**src/rtl/mm_tx_if.sv**
```systemverilog
// Data-path bundle between the user source and the mm_tx serializer:
// user bits with a valid/ready handshake, and the registered DAC symbols.
interface mm_tx_if #(
  parameter int Ndac = 8,
  parameter int Nti  = 1
);
  logic [Nti-1:0]         data_in;
  logic                   data_valid;
  logic                   data_ready;
  logic signed [Ndac-1:0] dout [Nti];

  modport master (
    output data_in,
    output data_valid,
    input  data_ready,
    input  dout
  );

  modport slave (
    input  data_in,
    input  data_valid,
    output data_ready,
    output dout
  );
endinterface

```
**src/rtl/mm_tx.sv**
```systemverilog
// Multi-lane link transmitter: IDLE -> PREAMBLE (1010...) -> TRAIN (PRBS7) ->
// DATA (user bits, PRBS fill on underflow). Each bit becomes a +/-1 symbol
// shaped by a 2-tap FFE (main + post cursor) and saturated to the DAC range.
module mm_tx #(
  parameter int Ndac   = 8,
  parameter int Nti    = 1,
  parameter int Ntrain = 10
) (
  input  logic                   clk,
  input  logic                   rst,
  input  logic                   start,
  input  logic                   stop,
  input  logic [Ntrain-1:0]      train_len,
  input  logic signed [Ndac-1:0] amp,
  input  logic signed [Ndac-1:0] post,
  output logic [1:0]             state,
  output logic [7:0]             underflow_cnt,
  mm_tx_if.slave                 link
);

  typedef enum logic [1:0] {
    IDLE     = 2'd0,
    PREAMBLE = 2'd1,
    TRAIN    = 2'd2,
    DATA     = 2'd3
  } state_t;

  localparam logic [6:0] PRBS_SEED = 7'h7F;
  // Symbol sums are formed two bits wider than the DAC so that even
  // -(-2^(Ndac-1)) + -(-2^(Ndac-1)) cannot wrap before saturation.
  localparam logic signed [Ndac+1:0] SYM_MAX = (Ndac+2)'((1 << (Ndac-1)) - 1);
  localparam logic signed [Ndac+1:0] SYM_MIN = (Ndac+2)'(-(1 << (Ndac-1)));

  state_t                 state_r, state_nxt;
  logic [Ntrain-1:0]      cnt_r, cnt_nxt;
  logic [Ntrain-1:0]      tlen_r, tlen_nxt;
  logic [6:0]             prbs_r, prbs_nxt, prbs_adv_s;
  logic [Nti-1:0]         prbs_bits_s, bits_s;
  logic [Nti:0]           hist_ext_s;
  logic                   hist_r, hist_nxt;
  logic                   parity_r, parity_nxt;
  logic                   zero_s, last_s;
  logic [7:0]             ucnt_r, ucnt_nxt;
  logic signed [Ndac-1:0] dout_r   [Nti];
  logic signed [Ndac-1:0] dout_nxt [Nti];

  // One FFE tap pair: +/-amp plus +/-post, clamped to the DAC range.
  function automatic logic signed [Ndac-1:0] ffe_sym(
    input logic                   cur,
    input logic                   prev,
    input logic signed [Ndac-1:0] a_w,
    input logic signed [Ndac-1:0] p_w
  );
    logic signed [Ndac+1:0] a_x, p_x, sum;
    a_x = (Ndac+2)'(a_w);
    p_x = (Ndac+2)'(p_w);
    if (!cur) begin
      a_x = -a_x;
    end else begin
      a_x = a_x;
    end
    if (!prev) begin
      p_x = -p_x;
    end else begin
      p_x = p_x;
    end
    sum = a_x + p_x;
    if (sum > SYM_MAX) begin
      ffe_sym = SYM_MAX[Ndac-1:0];
    end else if (sum < SYM_MIN) begin
      ffe_sym = SYM_MIN[Ndac-1:0];
    end else begin
      ffe_sym = sum[Ndac-1:0];
    end
  endfunction

  assign last_s          = (cnt_r == (tlen_r - Ntrain'(1)));
  assign link.data_ready = (state_r == DATA) && !stop;
  assign link.dout       = dout_r;
  assign state           = state_r;
  assign underflow_cnt   = ucnt_r;

  // Run the PRBS7 forward Nti steps; lane i gets the i-th new bit.
  always_comb begin
    logic [6:0] q;
    q           = prbs_r;
    prbs_bits_s = '0;
    for (int i = 0; i < Nti; i++) begin
      prbs_bits_s[i] = q[6] ^ q[5];
      q              = {q[5:0], q[6] ^ q[5]};
    end
    prbs_adv_s = q;
  end

  // Next-state and per-cycle bit selection for the link phases.
  always_comb begin
    state_nxt  = state_r;
    cnt_nxt    = cnt_r;
    tlen_nxt   = tlen_r;
    prbs_nxt   = prbs_r;
    parity_nxt = parity_r;
    ucnt_nxt   = ucnt_r;
    bits_s     = '0;
    zero_s     = 1'b1;
    case (state_r)
      IDLE: begin
        if (start && !stop) begin
          prbs_nxt = PRBS_SEED;
          if (train_len != '0) begin
            state_nxt  = PREAMBLE;
            cnt_nxt    = '0;
            tlen_nxt   = train_len;
            parity_nxt = 1'b1;
          end else begin
            state_nxt = DATA;
          end
        end else begin
          state_nxt = IDLE;
        end
      end
      PREAMBLE: begin
        zero_s = 1'b0;
        for (int i = 0; i < Nti; i++) begin
          bits_s[i] = parity_r ^ 1'(i % 2);
        end
        parity_nxt = parity_r ^ 1'(Nti % 2);
        if (last_s) begin
          state_nxt = TRAIN;
          cnt_nxt   = '0;
          tlen_nxt  = train_len;
        end else begin
          cnt_nxt = cnt_r + Ntrain'(1);
        end
      end
      TRAIN: begin
        zero_s   = 1'b0;
        bits_s   = prbs_bits_s;
        prbs_nxt = prbs_adv_s;
        if (last_s) begin
          state_nxt = DATA;
        end else begin
          cnt_nxt = cnt_r + Ntrain'(1);
        end
      end
      DATA: begin
        if (stop) begin
          zero_s = 1'b1;
        end else if (link.data_valid) begin
          zero_s = 1'b0;
          bits_s = link.data_in;
        end else begin
          zero_s   = 1'b0;
          bits_s   = prbs_bits_s;
          prbs_nxt = prbs_adv_s;
          if (ucnt_r != 8'hFF) begin
            ucnt_nxt = ucnt_r + 8'd1;
          end else begin
            ucnt_nxt = ucnt_r;
          end
        end
      end
      default: begin
        state_nxt = IDLE;
      end
    endcase
    if (stop) begin
      state_nxt = IDLE;
    end else begin
      state_nxt = state_nxt;
    end
  end

  // FFE: lane 0's previous symbol comes from the last lane of the prior cycle.
  always_comb begin
    hist_ext_s = {bits_s, hist_r};
    for (int i = 0; i < Nti; i++) begin
      if (zero_s) begin
        dout_nxt[i] = '0;
      end else begin
        dout_nxt[i] = ffe_sym(hist_ext_s[i+1], hist_ext_s[i], amp, post);
      end
    end
    if (zero_s) begin
      hist_nxt = 1'b0;
    end else begin
      hist_nxt = bits_s[Nti-1];
    end
  end

  // State, phase counter, PRBS, history and registered DAC outputs.
  always_ff @(posedge clk) begin
    if (rst) begin
      state_r  <= IDLE;
      cnt_r    <= '0;
      tlen_r   <= '0;
      prbs_r   <= PRBS_SEED;
      hist_r   <= 1'b0;
      parity_r <= 1'b1;
      ucnt_r   <= 8'd0;
      for (int i = 0; i < Nti; i++) begin
        dout_r[i] <= '0;
      end
    end else begin
      state_r  <= state_nxt;
      cnt_r    <= cnt_nxt;
      tlen_r   <= tlen_nxt;
      prbs_r   <= prbs_nxt;
      hist_r   <= hist_nxt;
      parity_r <= parity_nxt;
      ucnt_r   <= ucnt_nxt;
      for (int i = 0; i < Nti; i++) begin
        dout_r[i] <= dout_nxt[i];
      end
    end
  end

endmodule
```
**src/flat_wrapper.sv**
```systemverilog
// flat-port wrapper written by rule: the top's interface ports become plain ports
module mm_tx_flat 
#(
  parameter int Ndac   = 8,
  parameter int Nti    = 1,
  parameter int Ntrain = 10
)
  (clk, rst, start, stop, train_len, amp, post, state, underflow_cnt, link_data_in, link_data_valid, link_data_ready, link_dout);
  mm_tx_if #(.Ndac(Ndac), .Nti(Nti)) link_i ();
  input  logic clk;
  input  logic rst;
  input  logic start;
  input  logic stop;
  input  logic [Ntrain-1:0] train_len;
  input  logic signed [Ndac-1:0] amp;
  input  logic signed [Ndac-1:0] post;
  output logic [1:0] state;
  output logic [7:0] underflow_cnt;
  input wire logic [$bits(link_i.data_in)-1:0] link_data_in;
  input wire logic [$bits(link_i.data_valid)-1:0] link_data_valid;
  output wire logic [$bits(link_i.data_ready)-1:0] link_data_ready;
  output wire logic [$bits(link_i.dout)-1:0] link_dout;
  assign link_i.data_in = link_data_in;
  assign link_i.data_valid = link_data_valid;
  assign link_data_ready = link_i.data_ready;
  assign link_dout = {>>{link_i.dout}};
  mm_tx #(.Ndac(Ndac), .Nti(Nti), .Ntrain(Ntrain)) u_core (.clk(clk), .rst(rst), .start(start), .stop(stop), .train_len(train_len), .amp(amp), .post(post), .state(state), .underflow_cnt(underflow_cnt), .link(link_i));
endmodule
```
**config.mk**
```make
export PLATFORM = sky130hd
export DESIGN_NAME = mm_tx_flat
export DESIGN_NICKNAME = d
export VERILOG_FILES = /design/src/rtl/mm_tx_if.sv /design/src/rtl/mm_tx.sv /design/src/flat_wrapper.sv
export SDC_FILE = /design/constraint.sdc
export NUM_CORES = 1
export LEC_CHECK = 0
export CAP_MARGIN = 20
export CORE_ASPECT_RATIO = 1.25
export CORE_MARGIN = 5
export CORE_UTILIZATION = 55
export DETAILED_ROUTE_END_ITERATION = 10
export PLACE_DENSITY_LB_ADDON = 0.08
export SYNTH_ARGS = -nofsm -noshare
export SYNTH_HDL_FRONTEND = slang
export SYNTH_SLANG_ARGS = --single-unit
```
**constraint.sdc**
```tcl
create_clock -name clk -period 3.9 [get_ports clk]
set_input_delay 0.39 -clock clk [delete_from_list [all_inputs] [get_ports clk]]
set_output_delay 0.39 -clock clk [all_outputs]
set_load 0.01 [all_outputs]
```
==> flow_summary.ini <==
[synthesis]
ys_types = 62
syn_nets = 454
yosys_register_bits = 47
yosys_warnings = 0
synth_cells = 403
syn_area_um2 = 3310
syn_area_per_cell_um2 = 8.21
synth-seq-area-share_pct = 28.5
async_reset_ff_share_pct = 0
synth_edf_count = 0
ys_dominant_reg_cell = dfxtp_1

[floorplan]
die_y_um = 96.7
fp-row-count = 31
start_util_pct = 56.8
dieArea_um2 = 7670
core-area_um2 = 5820
die_w_um = 79.4
num_io_pins = 51

[run_status]
status = finished, final reports clean

[clock_network]
cts-buffers-inserted = 5
clk_pin_slew_ps = 90
clock_latency_ps = 300
root_buffer = clkbuf_8
postCtsHoldBufs = 0
clk_path_buf_depth = 2
h-tree-depth = 2
cts.sinks = 47
cts_tree = done

[power]
p_leak_nw = 1.60
pwr_density_cell_nw_per_um2 = 524
p_total_mw = 2.10
peakVddDrop_mv = 0.333

[critical_path]
path_cells = inv_1 -> ha_1 -> inv_1 -> o211ai_2 -> nand2_1 -> mux2_2 -> fa_1 -> a21oi_1 -> o21ai_0 -> o31ai_1 -> xor2_1 -> nor2_2 -> o21ai_0 -> a21oi_1
start_kind = flip-flop
crit_type = reg -> reg
crit_buf_inv = 2
endpoint_kind = flip-flop
crit_family = compound AO/OA/AOI/OAI gates
crit_arrival_ps = 3740
cpMaxStageDelayCell = fa_1
cpPeakStageDelay_ps = 430
path_max_fanout = 9
required_ps = 4070

[sta]
period_share_pct = 91.5
relSlewSlack_pct = 41.5
worst_pin_slew_ps = 874
hold_ws_ps = 485
period_minus_slack_ps = 3570
hold_violations = 0
tns_ps = 0
setup_viol_count_final = 0
report.final.slew_viol_count = 0
rsz0062_at_grt = false
skew_ps = 10.4
clock.fmax_ghz = 0.280

[grt]
grt_first_pass_wirelength_um = 13500
grt_max_degree = 23
grt_util_all_layers_pct = 21.2
antenna_found_initial = 0
grt_pass1_vias = 3012
grt_overflow_total = 0

[routing]
vias = 3102
wl_per_cell_um = 15.0
drt-initial-drc-count = 110
vias_per_cell = 5.90
ant_nets = 0
first_pass_iters = 4
drt_wl_total_um = 7890
drc = 0

[layout]
drive_gt1_share_pct = 8.04
nets = 510
area_delta_synth_final_pct = 20.9
antenna_cells = 0

[place]
portBuffers = 50
dpl.hpwl_um = 6220
gp_congestion = 0.895

[worst_hold_path]
hp-class = reg -> reg

[job]
cap_violations = 0
==> cells in the mapped netlist, types with 5 or more instances <==
cell,n,area (µm²)
o22ai_1,9,56.3
and3_1,5,31.3
nor3b_1,5,37.5
ha_1,18,225
a21oi_1,28,140
inv_1,18,67.6
or3_1,5,31.3
nand3_1,10,50.1
dfxtp_1,47,941
mux2i_1,12,120
nand2_1,29,109
nor3_1,12,60.1
xor2_1,24,210
xnor2_1,12,105
a21o_1,5,37.5
nor2b_1,10,62.6
nor2_1,50,188
o21a_1,5,37.5
nor4_1,6,37.5
clkbuf_1,6,22.5
o21ai_0,21,105
nand4_1,5,31.3
==> area by class of cell <==
cell class                 instances  area, µm²
sequential                        47        941
inverter                          18       67.6
clock inverter                     3       20.0
multi-input combinational        326       2240
clock buffer                       5       68.8
tap                               66       82.6
fill                             505       1820
timing repair buffer              61        583
==> worst reg2reg max path, stage by stage, from the launching register on <==
cell      delay (ps)
dfxtp_1          390
inv_1            100
ha_1             210
inv_1            200
o211ai_2         130
nand2_1          260
mux2_2           400
fa_1             430
a21oi_1          180
o21ai_0          170
o31ai_1          280
xor2_1           290
nor2_2           110
o21ai_0          180
a21oi_1           90
==> state kept, by name (all words and copies together), names as in the netlist <==
signal / flops
u_core.cnt_r: 10
u_core.hist_r: 1
u_core.link.dout: 8
u_core.parity_r: 1
u_core.prbs_r: 7
u_core.state: 2
u_core.tlen_r: 10
u_core.underflow_cnt: 8
==> stage by stage <==
stage / util, % / instance area [µm²] / setup slack, ps / instances
final: 68.7 / 4000 / 333 / 526
after global routing: 68.7 / 4000 / 15.7 / 526
after CTS: 68.3 / 3980 / 286 / 524
after detailed placement: 66.8 / 3890 / 96.7 / 516
after global placement: 66.8 / 3890 / 188 / 516
after floorplan: - / 3310 / 426 / 403
==> layer usage <==
metal / share of wire, % / GRT usage (%) / vias to the layer above / wire, µm
li1: - / - / 1568 / -
met1: 44 / 25.7 / 1442 / 3490
met2: 49 / 36.7 / 70 / 3830
met3: 4.1 / 3.62 / 22 / 323
met4: 3.1 / 8.07 / 0 / 242
met5: 0 / 0 / - / 0
==> where the power goes <==
group	internal (mW)	switching, mW	leakage [nW]
clock network	0.125	0.170	0.0402
logic	0.530	0.637	1.18
registers	0.554	0.0805	0.381
==> layout by cell type, fill, tap and decap left out, drive strengths merged, types with 11 or more instances in the layout <==
| cell type | n |
|---|---|
| a21oi | 28 |
| buf | 11 |
| clkdlybuf4s50 | 50 |
| dfxtp | 47 |
| ha | 18 |
| inv | 18 |
| mux2i | 13 |
| nand2 | 29 |
| nor2 | 51 |
| nor3 | 12 |
| o21ai | 23 |
| xnor2 | 13 |
| xor2 | 24 |
==> cell families after synthesis <==
family / after synthesis / share of synthesized area (%)
buf+inv: 30 / 4.16
simple gates: 153 / 23.5
flops: 47 / 28.5
compound gates: 102 / 21.5
xor+xnor: 37 / 10.0
mux: 15 / 4.99
fa+ha+maj: 19 / 7.42
==> final timing paths <==
kind / from / end / slack [ps] / cells after the start
hold / removal: u_core.prbs_r[2] / u_core.prbs_r[2] / 480 / 2
setup / recovery: u_core.state[0] / u_core.link.dout[0] / 330 / 14
hold reg to reg: u_core.prbs_r[2] / u_core.prbs_r[2] / 480 / 2
setup reg to reg: u_core.state[0] / u_core.link.dout[0] / 330 / 14
==> what timing repair did <==
action | CTS | global route
setup endpoints to repair | 0 | 6
gates resized for setup | 0 | 2
buffers inserted | 0 | 2
No activity file was read; power rests on OpenSTA's default activity.
